File: config.mk
export PLATFORM = sky130hd
export DESIGN_NAME = ins_prefetch_queue_flat
export DESIGN_NICKNAME = d
export VERILOG_FILES = /design/src/rtl/proc_pkg.sv /design/src/rtl/ins_prefetch_queue_if.sv /design/src/rtl/ins_fifo_core.sv /design/src/rtl/ins_prefetch_queue.sv /design/src/flat_wrapper.sv
export SDC_FILE = /design/constraint.sdc
export NUM_CORES = 1
export LEC_CHECK = 0
export ABC_AREA = 1
export CORE_ASPECT_RATIO = 1.25
export CORE_UTILIZATION = 30
export DETAILED_ROUTE_END_ITERATION = 10
export GPL_TIMING_DRIVEN = 1
export PLACE_DENSITY = 0.59
export SYNTH_ARGS = -nofsm -noshare
export SYNTH_HDL_FRONTEND = slang
export SYNTH_SLANG_ARGS = --single-unit
File: constraint.sdc
create_clock -name clk -period 2.05 [get_ports clk]
set_input_delay 0.5125 -clock clk [delete_from_list [all_inputs] [get_ports clk]]
set_output_delay 0.5125 -clock clk [all_outputs]
set_load 0.02 [all_outputs]
File: src/rtl/proc_pkg.sv
// proc_pkg: shared front-end widths and a portable ceil-log2 helper
package proc_pkg;

    localparam int INS_WIDTH = 16;
    localparam int TS_WIDTH  = 16;

    // Written as a loop so tools that handle $clog2 inconsistently in
    // parameter contexts still produce the same constant.
    function automatic int clog2(input int v);
        int r;
        r = 0;
        while ((1 << r) < v) r++;
        return r;
    endfunction

endpackage

File: src/rtl/ins_prefetch_queue_if.sv
// ins_prefetch_queue_if: source-side and decode-side handshakes of the prefetch queue
interface ins_prefetch_queue_if import proc_pkg::*; #(
    parameter int WIDTH = INS_WIDTH,
    parameter int NSRC  = 2
);

    logic [clog2(NSRC)-1:0] src_sel;
    logic [NSRC*WIDTH-1:0]  ins_in;
    logic [NSRC-1:0]        in_valid;
    logic [NSRC-1:0]        in_ready;
    logic [WIDTH-1:0]       ins_out;
    logic                   out_valid;
    logic                   out_ready;

    modport master (
        output src_sel, ins_in, in_valid, out_ready,
        input  in_ready, ins_out, out_valid
    );

    modport slave (
        input  src_sel, ins_in, in_valid, out_ready,
        output in_ready, ins_out, out_valid
    );

endinterface

File: src/rtl/ins_fifo_core.sv
// ins_fifo_core: power-of-2 FIFO storage with pointers, occupancy count and clear
module ins_fifo_core import proc_pkg::*; #(
    parameter int WIDTH = INS_WIDTH,
    parameter int DEPTH = 4
) (
    input  logic                        clk,
    input  logic                        rst,
    input  logic                        push,
    input  logic                        pop,
    input  logic                        clear,
    input  logic [WIDTH-1:0]            din,
    output logic [WIDTH-1:0]            dout,
    output logic                        valid,
    output logic [clog2(DEPTH+1)-1:0]   count
);

    localparam int PW = clog2(DEPTH);
    localparam int CW = clog2(DEPTH+1);

    logic [WIDTH-1:0] mem [DEPTH];
    logic [PW-1:0]    wr_ptr;
    logic [PW-1:0]    rd_ptr;

    // Storage needs no reset; only slots covered by count are ever read.
    always_ff @(posedge clk) begin
        if (push && !clear) mem[wr_ptr] <= din;
    end

    // Pointers wrap naturally at DEPTH; count alone distinguishes full from empty.
    always_ff @(posedge clk or posedge rst) begin
        if (rst) begin
            wr_ptr <= '0;
            rd_ptr <= '0;
            count  <= '0;
        end else if (clear) begin
            wr_ptr <= '0;
            rd_ptr <= '0;
            count  <= '0;
        end else begin
            if (push) wr_ptr <= wr_ptr + 1'b1;
            if (pop)  rd_ptr <= rd_ptr + 1'b1;
            count <= count + CW'(push) - CW'(pop);
        end
    end

    assign valid = count != '0;
    assign dout  = valid ? mem[rd_ptr] : '0;

endmodule

File: src/rtl/ins_prefetch_queue.sv
// ins_prefetch_queue: source-selecting instruction FIFO with a held exception record
module ins_prefetch_queue import proc_pkg::*; #(
    parameter int WIDTH = INS_WIDTH,
    parameter int DEPTH = 4,
    parameter int NSRC  = 2,
    parameter int TW    = TS_WIDTH
) (
    input  logic                        clk,
    input  logic                        rst,
    ins_prefetch_queue_if.slave         bus,
    input  logic                        flush,
    input  logic                        save_excp,
    input  logic [TW-1:0]               time_in,
    input  logic                        excp_ack,
    output logic                        excp_pend,
    output logic [WIDTH-1:0]            excp_ins,
    output logic [TW-1:0]               excp_time,
    output logic [clog2(DEPTH+1)-1:0]   count
);

    localparam int SW = clog2(NSRC);
    localparam int CW = clog2(DEPTH+1);

    logic [WIDTH-1:0] sel_word;
    logic             sel_valid;
    logic [NSRC-1:0]  ready;
    logic             clear;
    logic             accept;
    logic             push;
    logic             pop;

    assign clear  = flush || save_excp;
    assign accept = (count != CW'(DEPTH)) && !clear;
    assign push   = sel_valid && accept;
    assign pop    = bus.out_valid && bus.out_ready && !clear;

    // Source mux and ready: only the selected source sees ready; an
    // out-of-range select matches no source and so stalls everything.
    always_comb begin
        sel_word  = '0;
        sel_valid = 1'b0;
        ready     = '0;
        for (int k = 0; k < NSRC; k++) begin
            if (bus.src_sel == SW'(k)) begin
                sel_word  = bus.ins_in[k*WIDTH +: WIDTH];
                sel_valid = bus.in_valid[k];
                ready[k]  = accept;
            end
        end
    end

    assign bus.in_ready = ready;

    ins_fifo_core #(
        .WIDTH (WIDTH),
        .DEPTH (DEPTH)
    ) u_fifo (
        .clk   (clk),
        .rst   (rst),
        .push  (push),
        .pop   (pop),
        .clear (clear),
        .din   (sel_word),
        .dout  (bus.ins_out),
        .valid (bus.out_valid),
        .count (count)
    );

    // First exception wins until acknowledged; ack in the same cycle frees the slot for a new capture.
    always_ff @(posedge clk or posedge rst) begin
        if (rst) begin
            excp_pend <= 1'b0;
            excp_ins  <= '0;
            excp_time <= '0;
        end else if (save_excp && (!excp_pend || excp_ack)) begin
            excp_pend <= 1'b1;
            excp_ins  <= bus.ins_out;
            excp_time <= time_in;
        end else if (excp_ack) begin
            excp_pend <= 1'b0;
        end
    end

endmodule

File: src/flat_wrapper.sv
// flat-port wrapper written by rule: the top's interface ports become plain ports
module ins_prefetch_queue_flat import proc_pkg::*;
#(
    parameter int WIDTH = INS_WIDTH,
    parameter int DEPTH = 4,
    parameter int NSRC  = 2,
    parameter int TW    = TS_WIDTH
)
  (clk, rst, flush, save_excp, time_in, excp_ack, excp_pend, excp_ins, excp_time, count, bus_src_sel, bus_ins_in, bus_in_valid, bus_out_ready, bus_in_ready, bus_ins_out, bus_out_valid);
  ins_prefetch_queue_if #(.WIDTH(WIDTH), .NSRC(NSRC)) bus_i ();
  input  logic clk;
  input  logic rst;
  input  logic flush;
  input  logic save_excp;
  input  logic [TW-1:0] time_in;
  input  logic excp_ack;
  output logic excp_pend;
  output logic [WIDTH-1:0] excp_ins;
  output logic [TW-1:0] excp_time;
  output logic [clog2(DEPTH+1)-1:0] count;
  input wire logic [$bits(bus_i.src_sel)-1:0] bus_src_sel;
  input wire logic [$bits(bus_i.ins_in)-1:0] bus_ins_in;
  input wire logic [$bits(bus_i.in_valid)-1:0] bus_in_valid;
  input wire logic [$bits(bus_i.out_ready)-1:0] bus_out_ready;
  output wire logic [$bits(bus_i.in_ready)-1:0] bus_in_ready;
  output wire logic [$bits(bus_i.ins_out)-1:0] bus_ins_out;
  output wire logic [$bits(bus_i.out_valid)-1:0] bus_out_valid;
  assign bus_i.src_sel = bus_src_sel;
  assign bus_i.ins_in = bus_ins_in;
  assign bus_i.in_valid = bus_in_valid;
  assign bus_i.out_ready = bus_out_ready;
  assign bus_in_ready = bus_i.in_ready;
  assign bus_ins_out = bus_i.ins_out;
  assign bus_out_valid = bus_i.out_valid;
  ins_prefetch_queue #(.WIDTH(WIDTH), .DEPTH(DEPTH), .NSRC(NSRC), .TW(TW)) u_core (.clk(clk), .rst(rst), .bus(bus_i), .flush(flush), .save_excp(save_excp), .time_in(time_in), .excp_ack(excp_ack), .excp_pend(excp_pend), .excp_ins(excp_ins), .excp_time(excp_time), .count(count));
endmodule
Word-level counts from Yosys, hierarchy flattened:

Memory sizes are Yosys's and may differ from the RTL's.
Index checks and enable logic that the tools add are counted.

* output and inout bits: 55
* memory bits (writable): 64
* input port bits: 57
* word-level logic and storage cells: 40
* flip-flop bits (word level): 40
* memories kept: 1

* reductions and logical operators: 14
* muxes and demuxes: 14
* eq/ne operators: 1
* add/sub/neg operators: 4

Memory list
* u_core.u_fifo.mem: words 4, width 16, read ports 1, clocked after memory_dff 0, write ports 1, line ins_fifo_core.sv:20 `logic [WIDTH-1:0] mem [DEPTH];`

Operator list (count)
* $mux 16: 2
* $mux 2: 4
* $mux 1: 7
* $logic_and 1x1->1: 6
* $reduce_bool 2->1: 3
* $add 2x1->2 const B: 2
* $add 3x1->3: 1
* $mux 3: 1
* $ne 3x3->1 const B: 1
* $reduce_bool 3->1: 1
* $sub 3x1->3: 1
* $logic_not 1->1: 2
* $logic_or 1x1->1: 2

Logic depth before layout (Yosys ltp):

Gate-level depths: netlist of the first run.

* depth after elaboration: 7
* mapped depth: 14

Cells and area by module:

Synthesis of the first run repeated with hierarchy kept, for this count alone.

* cells, all modules: 517
* area total of the unflattened synthesis: 4809.6 um^2

Modules (own cells, without submodules)
* ins_fifo_core: cells an instance 306, times used 1, area an instance 3183.1 um^2
* ins_prefetch_queue: cells an instance 211, times used 1, area an instance 1626.6 um^2

Least setup slack after synthesis of the first run:

Ideal clock, no wire load.

* kind: input to register
* start point: in bus_src_sel
* end point: mem u_core.u_fifo.mem[0][0] in the netlist's numbering (enable)
* cell stages on the path: 6
* setup slack: 0.010 ns
* arrival time: 1.652 ns
* cell sequence: buf_6 inv_6 nand2_1 nand2_1 nand3_4 nor2_1

* longest elaborated chain between the ends: 5

RTL lines
* from (decl): line flat_wrapper.sv:21 `input wire logic [$bits(bus_i.src_sel)-1:0] bus_src_sel;`
* $mux 1: line ins_prefetch_queue.sv:44 `if (bus.src_sel == SW'(k)) begin`
* $logic_and 1x1->1: line ins_prefetch_queue.sv:34 `assign push = sel_valid && accept;`
* $logic_and 1x1->1: line ins_fifo_core.sv:26 `if (push && !clear) mem[wr_ptr] <= din;`
* $mux 1: line ins_fifo_core.sv:26
* $mux 1 (not written as such): line ins_fifo_core.sv:26
* to (decl): line ins_fifo_core.sv:20

Every way passes these cells.

Worst setup path in the final report of the first run:

* start point: reg u_core.u_fifo.rd_ptr[0]
* end point: out bus_ins_out[10]

* longest elaborated chain between the ends: 2

RTL lines
* from (decl): line ins_fifo_core.sv:22 `logic [PW-1:0] rd_ptr;`
* from (signal assigned): line ins_fifo_core.sv:41 `if (pop) rd_ptr <= rd_ptr + 1'b1;`
* $mem_v2 4x16
* $mux 16: line ins_fifo_core.sv:47 `assign dout = valid ? mem[rd_ptr] : '0;`
* to (decl): line flat_wrapper.sv:26 `output wire logic [$bits(bus_i.ins_out)-1:0] bus_ins_out;`

Every way passes these cells.

==> impl_metrics.yaml, run 1 <==
sta:
  maxSlewHeadroom: 0.735
  tightest_slew_ps: 395
  rsz0062_at_grt: "yes"
  fmax_mhz: 492
  hold_violations: 0
  setup-violations-final: 0
  skew_ps: 6.79
  slew_violations: 0
  finalSetupTns_ps: 0
  fin_crit_ps: 2030
  finalCritPeriodShare: 0.991
setup_path:
  end_kind: "primary output"
  required_ps: 1540
  worstSetupPathType: "register to primary output"
  arrival_ps: 1520
  critPathMaxFanout: 20
  startpoint_type: "register"
pwr:
  peakVddDrop_uv: 391
  total_power_mw: 4.86
  p_per_area_nw_per_um2: 672
  p_leak_nw: 3.47
finish:
  nFillCells: 1539
  drive_gt1_frac: 0.238
  design_area_um2: 7230
  syn2layout_area_growth_pct: 48.4
  antenna_cells: 0
  final_cell_mix: "217 x nand2_1, 89 x clkdlybuf4s50_1, 79 x buf_4"
  nNetsFinal: 771
  final_common_cell: "nand2_1"
synth:
  syn-cell-area_um2: 4870
  yosysWarnings: 0
  yosys-top-cells-area: "edfxtp_1 39%, dfrtp_1 21%, nand2_1 17%"
  synthCells: 531
  synth_nets: 594
  synth_top_area_share: 0.395
  yosys.area.top_type: "edfxtp_1"
  synth_cell_types: 24
  synth-seq-cells: 104
  seq_area_frac_synth: 0.600
  synth_area_per_cell_um2: 9.17
global_route:
  grt_max_degree: 34
  grt_overflow: 0
  track_usage: 0.147
  antenna_found_initial: 0
  grt_pass1_wl_um: 18200
  grt_pass1_vias: 3745
clocking:
  cts_tree: "built"
  clockBufferDepth: 2
  h-tree-depth: 3
  clk_pin_slew_worst_paths_ps: 70
  cts_buffers: 9
  holdBufCountCts: 0
  clock-root-buffer: "clkbuf_16"
  clk_latency_ps: 350
  clkSinkCount: 104
status:
  status: "finished clean"
floorplanning:
  fp.dieH_um: 144
  dieArea_um2: 16700
  start_util: 0.310
  fp-row-count: 51
  ios: 112
  core-area_um2: 15700
  die_x_um: 116
hold_path:
  hold_class: "primary input to async pin"
drt:
  wl_per_cell_um: 13.1
  wl_met3_um: 535
  highest_layer: "met4"
  routed_wl_um: 12100
  drc: 0
  routed_via_density: 4.23
  dr.pass1.iters: 4
  wl_met1_um: 5100
  ant_nets: 0
  vias: 3915
  drtIter0Drc: 129
  wl_met2_um: 6220
place:
  postPlaceCellArea_um2: 6660
  io_buffers: 111
  gp_routability_congestion: 0.789
  dp_hpwl_um: 8860
flow_run:
  cap_violations: 0
## synth_stat cells
library cell,number
a21oi_1,17
buf_2,7
buf_4,7
buf_6,8
clkinv_1,1
dfrtp_1,40
edfxtp_1,64
fa_1,1
ha_1,5
inv_1,77
inv_2,3
inv_4,2
inv_6,1
nand2_1,226
nand2_2,2
nand3_1,42
nand3_2,10
nand3_4,1
nand4_1,1
nor2_1,11
nor2_2,1
nor2_4,1
o21ai_1,1
xor2_1,2
## cells by family (layout without fill, tap and decap cells)
group	after synthesis	in the layout	share of synthesized area
XOR/XNOR	2	2	0.00360
buffers and inverters	106	288	0.103
AND/OR/NAND/NOR	295	295	0.257
adder cells (fa/ha/maj)	6	6	0.0170
flip-flops	104	104	0.600
AO/OA/AOI/OAI	18	18	0.0185
## state kept, by name, indices dropped and copies added (netlist names)
register and count:
u_core.excp_pend 1, u_core.excp_time 16, u_core.excp_ins 16, u_core.u_fifo.count 3
u_core.u_fifo.mem 64, u_core.u_fifo.wr_ptr 2, u_core.u_fifo.rd_ptr 2
## path summary, 6_finish.rpt
| check | from | endpoint | slack [ps] | cells past startpoint |
|---|---|---|---|---|
| worst min register to register | u_core.excp_ins[5]$_DFFE_PP0P_ | u_core.excp_ins[5]$_DFFE_PP0P_ | 480 | 2 |
| worst max-delay path | u_core.u_fifo.rd_ptr[0]$_DFFE_PP0P_ | bus_ins_out[10] | 20 | 5 |
| worst min-delay path | rst | u_core.excp_time[8]$_DFFE_PP0P_ | 400 | 2 |
| worst max register to register | u_core.u_fifo.count[0]$_DFF_PP0_ | u_core.u_fifo.count[1]$_DFF_PP0_ | 110 | 11 |
| min in group clk | u_core.excp_ins[5]$_DFFE_PP0P_ | u_core.excp_ins[5]$_DFFE_PP0P_ | 480 | 2 |
| max in group asynchronous | rst | u_core.excp_ins[4]$_DFFE_PP0P_ | 1100 | 3 |
## layout make-up
cell class / count / area [um^2] / share of cell area
flip-flops and latches: 104 / 2920 / 0.405
clock inverters: 7 / 108 / 0.0149
multi-input cells: 321 / 1610 / 0.222
inverters: 84 / 335 / 0.0464
clock buffers: 9 / 225 / 0.0312
repair buffers: 188 / 1760 / 0.244
well taps: 212 / 265 / 0.0367
## routing by layer
| metal | vias to the layer above | GRT usage |
|---|---|---|
| li1 | 2000 | - |
| met1 | 1794 | 0.167 |
| met2 | 103 | 0.261 |
| met3 | 18 | 0.0243 |
| met4 | 0 | 0.0769 |
| met5 | - | 0 |
## per-stage QoR
stage                     hold WS, ps  instances  setup WS, ps  utilization
after CTS                         398        922         -9.78        0.449
after floorplan                   519        531          9.61            -
after detailed placement          468        902          -514        0.424
final                             402        925          18.2        0.460
after global placement            463        902          -529        0.424
after global routing              450        925         -43.1        0.460
## worst max-delay path: stages, from the launching register on
cell,delay (ps)
dfrtp_1,400
buf_4,220
nand2_1,110
nand3_2,80
a21oi_1,190
buf_4,170
## report_power, final
part / internal, mW / switching [mW]
clock network: 1.10 / 0.786
logic: 0.310 / 0.324
registers: 2.31 / 0.0330
total: 3.71 / 1.14
## repair_timing
item | 4_1_cts | 5_1_grt
pin swaps | 8 | 18
gates resized for setup | 107 | 45
setup buffers | 4 | 3
endpoints found under the setup margin | 21 | 20
Power figures use the tool's default switching activity.
==> run 2, diff against run 1 <==
- TNS_END_PERCENT: default -> 50
==> impl_metrics.yaml, run 2 (synthesis results as in run 1) <==
sta:
  whs_ps: 402
  finalSetupTns_ps: 0
  setup_slack_ps: 27.7
  rsz0062_at_grt: "yes"
  maxSlewHeadroom: 0.735
  tightest_slew_ps: 395
  skew_ps: 6.23
  slew_violations: 0
  finalCritPeriodShare: 0.986
  hold_violations: 0
  fmax_mhz: 494
  setup-violations-final: 0
  fin_crit_ps: 2020
hold_path:
  hold_class: "primary input to async pin"
finish:
  syn2layout_area_growth_pct: 47.9
  antenna_cells: 0
  regMostFlops: "u_core.u_fifo.mem"
  drive_gt1_frac: 0.236
  final_common_cell: "nand2_1"
  top_regs: "u_core.u_fifo.mem (64), u_core.excp_ins (16), u_core.excp_time (16)"
  largest_register_ffs: 64
  design_area_um2: 7200
  nNetsFinal: 767
  finalNonFillerCells: 921
  final_cell_mix: "221 x nand2_1, 89 x clkdlybuf4s50_1, 76 x inv_1, 76 x buf_4, 64 x edfxtp_1"
setup_path:
  reg2regPathDepth: 11
  r2r-end: "u_core.u_fifo.count[1]$_DFF_PP0_"
  rr_startpoint: "u_core.u_fifo.count[0]$_DFF_PP0_"
  rrSetupSlack_ps: 110
  startpoint_type: "register"
  critPathMaxFanout: 8
  end_kind: "primary output"
  arrival_ps: 1510
  worstSetupPathType: "register to primary output"
  required_ps: 1540
global_route:
  track_usage: 0.146
  grt_pass1_wl_um: 18200
  antenna_found_initial: 0
  grt_max_degree: 34
  grt_pass1_vias: 3720
  grt_overflow: 0
floorplanning:
  fp-row-count: 51
  start_util: 0.310
  dieArea_um2: 16700
  ios: 112
  die_x_um: 116
  core-area_um2: 15700
  fp.dieH_um: 144
clocking:
  clk_latency_ps: 350
  clockBufferDepth: 2
  holdBufCountCts: 0
  clk_pin_slew_worst_paths_ps: 70
  h-tree-depth: 3
  cts_buffers: 9
  clock-root-buffer: "clkbuf_16"
  clkSinkCount: 104
  cts_tree: "built"
place:
  dp.cells: 902
  place_ws_ps: -514
  io_buffers: 111
  dp_hpwl_um: 8860
  postPlaceCellArea_um2: 6660
  gp_routability_congestion: 0.789
drt:
  routed_wl_um: 12000
  routed_via_density: 4.20
  drc: 0
  wl_per_cell_um: 13.1
  vias: 3872
  dr.pass1.iters: 4
  drtIter0Drc: 144
  ant_nets: 0
pwr:
  p_per_area_nw_per_um2: 673
  p_leak_nw: 3.45
  peakVddDrop_uv: 393
flow_run:
  cap_violations: 0
status:
  status: "finished clean"
==> run 2: cell count changes in the layout (fill, tap and decap cells not counted) <==
cell	delta
a21oi_1	-4
a21oi_2	+4
buf_4	-3
buf_6	-1
clkdlybuf4s15_1	-1
dlygate4sd2_1	+1
inv_12	-1
inv_16	+1
nand2_1	+4
nand2_2	-4
nand3_1	-1
nand3_2	+1
==> run 2: per-layer routing <==
metal,wire [um],up-vias,track usage
li1,-,1991,-
met1,5050,1762,0.168
met2,6130,104,0.260
met3,600,15,0.0243
met4,263,0,0.0756
met5,0,-,0
==> run 2: layout make-up <==
cell class,instances,area (um^2)
fillers,1538,8490
flip-flops and latches,104,2920
repair buffers,184,1730
multi-input cells,321,1620
inverters,84,339
well taps,212,265
clock buffers,9,225
clock inverters,7,108
==> run 2: how the worst max path moves through the flow <==
stage / from / to / slack (ps)
after CTS: save_excp / u_core.u_fifo.count[2]$_DFF_PP0_ / -60
final: u_core.u_fifo.rd_ptr[0]$_DFFE_PP0P_ / bus_ins_out[12] / 30
after detailed placement: save_excp / bus_in_ready[0] / -510
after global placement: save_excp / bus_in_ready[0] / -530
after global routing: u_core.u_fifo.rd_ptr[0]$_DFFE_PP0P_ / bus_ins_out[2] / -30
after floorplan: bus_src_sel / u_core.u_fifo.mem[0][0]$_DFFE_PP_ / 10
==> run 2: repair_timing <==
item                       in CTS  in global routing
pin swaps                       7                 11
setup endpoints to repair      21                 21
gates resized for setup        97                 55
setup buffers                   0                  3
==> run 2: metrics by stage <==
stage | utilization | power [mW]
3_5_place_dp | 0.424 | 3.01
4_1_cts | 0.445 | 4.90
5_1_grt | 0.459 | 5.05
6_report | 0.459 | 4.85
2_1_floorplan | - | 2.66
3_3_place_gp | 0.424 | 2.99
==> run 2: power breakdown <==
| part | total, mW | switching [mW] | leakage [nW] | internal, mW |
|---|---|---|---|---|
| Sequential | 2.34 | 0.0329 | 1.11 | 2.31 |
| Combinational | 0.633 | 0.325 | 2.18 | 0.308 |
| Clock | 1.88 | 0.780 | 0.160 | 1.10 |
==> run 2: worst max-delay path: stages, from the launching register on <==
cell and delay [ps]:
dfrtp_1 400, buf_6 160, buf_6 140, nand2_1 80, nand3_2 90, a21oi_2 160, buf_6 140
==> run 3, diff against run 2 <==
- CELL_PAD_IN_SITES_DETAIL_PLACEMENT: default -> 2
- CELL_PAD_IN_SITES_GLOBAL_PLACEMENT: default -> 2
- PLACE_DENSITY: 0.59 -> 0.87
==> impl_metrics.yaml, run 3 (synthesis results as in run 1) <==
clocking:
  clk_latency_ps: 360
  holdBufCountCts: 0
  clk_pin_slew_worst_paths_ps: 70
  clockBufferDepth: 2
  clock-root-buffer: "clkbuf_16"
  h-tree-depth: 3
  clkSinkCount: 104
  cts_tree: "built"
  cts_buffers: 9
global_route:
  grt_pass1_vias: 4781
  track_usage: 0.221
  grt_overflow: 0
  busiest_layer: "met2"
  antenna_found_initial: 0
  grt_pass1_wl_um: 26900
  gr-usage-met2: 0.431
  grt_use_met1: 0.231
  grtUsageMet3: 0.0356
  grt_max_degree: 36
drt:
  ant_nets: 0
  dr.pass1.iters: 4
  drtIter0Drc: 144
  wl_per_cell_um: 20.6
  routed_wl_um: 18900
  routed_via_density: 4.71
  drc: 0
  vias: 4318
finish:
  nFillCells: 1729
  final_common_cell: "nand2_1"
  antenna_cells: 0
  regMostFlops: "u_core.u_fifo.mem"
  largest_register_ffs: 64
  syn2layout_area_growth_pct: 49.0
  nNetsFinal: 763
  top_regs: "u_core.u_fifo.mem (64), u_core.excp_ins (16), u_core.excp_time (16)"
  finalNonFillerCells: 917
  drive_gt1_frac: 0.251
  final_cell_mix: "212 x nand2_1, 87 x clkdlybuf4s50_1, 75 x inv_1"
sta:
  whs_ps: 375
  finalSetupTns_ps: -489
  maxSlewHeadroom: 0.771
  setup_slack_ps: -91.3
  slew_violations: 0
  fmax_mhz: 467
  fin_crit_ps: 2140
  rsz0062_at_grt: "yes"
  finalCritPeriodShare: 1.04
  skew_ps: 12.4
  tightest_slew_ps: 342
  setup-violations-final: 11
  hold_violations: 0
setup_path:
  r2r-end: "u_core.u_fifo.count[1]$_DFF_PP0_"
  critPathMaxFanout: 17
  required_ps: 1540
  worstSetupPathType: "register to primary output"
  startpoint: "u_core.u_fifo.rd_ptr[0]$_DFFE_PP0P_"
  reg2regPathDepth: 11
  startpoint_type: "register"
  rrSetupSlack_ps: 50
  arrival_ps: 1630
  rr_startpoint: "u_core.u_fifo.count[1]$_DFF_PP0_"
  end_kind: "primary output"
  cp-endpoint: "bus_ins_out[15]"
place:
  gp_routability_congestion: 0.703
  dp.cells: 890
  io_buffers: 111
  place_ws_ps: -650
  dp_hpwl_um: 11900
floorplanning:
  dieArea_um2: 16700
  fp.dieH_um: 144
  core-area_um2: 15700
  ios: 112
  start_util: 0.310
  fp-row-count: 51
  die_x_um: 116
hold_path:
  hold_class: "primary input to async pin"
pwr:
  p_leak_nw: 3.40
  peakVddDrop_uv: 350
  p_per_area_nw_per_um2: 648
status:
  status: "finished, violations left"
  violations: "setup timing"
flow_run:
  cap_violations: 0
run 3: cell count changes in the layout (fill, tap and decap cells not counted), moves of 3 or more:
cell           previous run  this run
dlygate4sd2_1             1         4
buf_4                    76        64
buf_12                    6        11
nand2_2                   7        15
nand2_1                 221       212
nand3_1                  27        24
run 3: worst min path at each step:
stage	slack (ps)	depth (start not counted)	start	endpoint
2_1_floorplan	520	2	u_core.u_fifo.wr_ptr[1]$_DFFE_PP0P_	u_core.u_fifo.wr_ptr[1]$_DFFE_PP0P_
3_3_place_gp	460	2	u_core.excp_ins[15]$_DFFE_PP0P_	u_core.excp_ins[15]$_DFFE_PP0P_
3_5_place_dp	470	2	u_core.excp_ins[2]$_DFFE_PP0P_	u_core.excp_ins[2]$_DFFE_PP0P_
4_1_cts	380	2	rst	u_core.excp_ins[8]$_DFFE_PP0P_
5_1_grt	400	2	rst	u_core.excp_ins[8]$_DFFE_PP0P_
6_report	380	2	rst	u_core.excp_ins[8]$_DFFE_PP0P_
run 3: worst max-delay path, cell delays in order (launching register included):
cell and delay (ps):
dfrtp_2 500, buf_12 190, nand2_1 110, nand3_2 120, a21oi_2 200, buf_6 140
run 3: stage by stage:
step	cell area [um^2]	total power [mW]	util
finish	7260	4.70	0.462
global route	7260	4.84	0.462
CTS	7110	4.68	0.453
detailed placement	6600	3.04	0.421
global placement	6600	2.99	0.421
floorplan	4870	2.66	-
run 3: layout make-up:
class / count / area [um^2] / area share
Clock inverter: 6 / 43.8 / 0.00604
Multi-Input combinational cell: 321 / 1670 / 0.231
Inverter: 84 / 333 / 0.0459
Tap cell: 212 / 265 / 0.0366
Sequential cell: 104 / 2930 / 0.403
Clock buffer: 10 / 229 / 0.0316
Timing Repair Buffer: 180 / 1790 / 0.246
run 3: per-layer routing:
metal,share of wire,up-vias
met2,0.55,138
met4,0.034,0
met1,0.38,2154
met5,0,-
li1,-,1980
met3,0.035,46
run 3: what timing repair did:
action / in CTS / in global routing
pin swaps: 15 / 11
resized for setup: 143 / 32
gates cloned: 1 / 0
setup buffers: 8 / 2
endpoints found under the setup margin: 54 / 21
run 3: report_power, final:
part           switching (mW)  internal (mW)
clock network           0.834          0.831
registers              0.0402           2.31
logic                   0.369          0.318
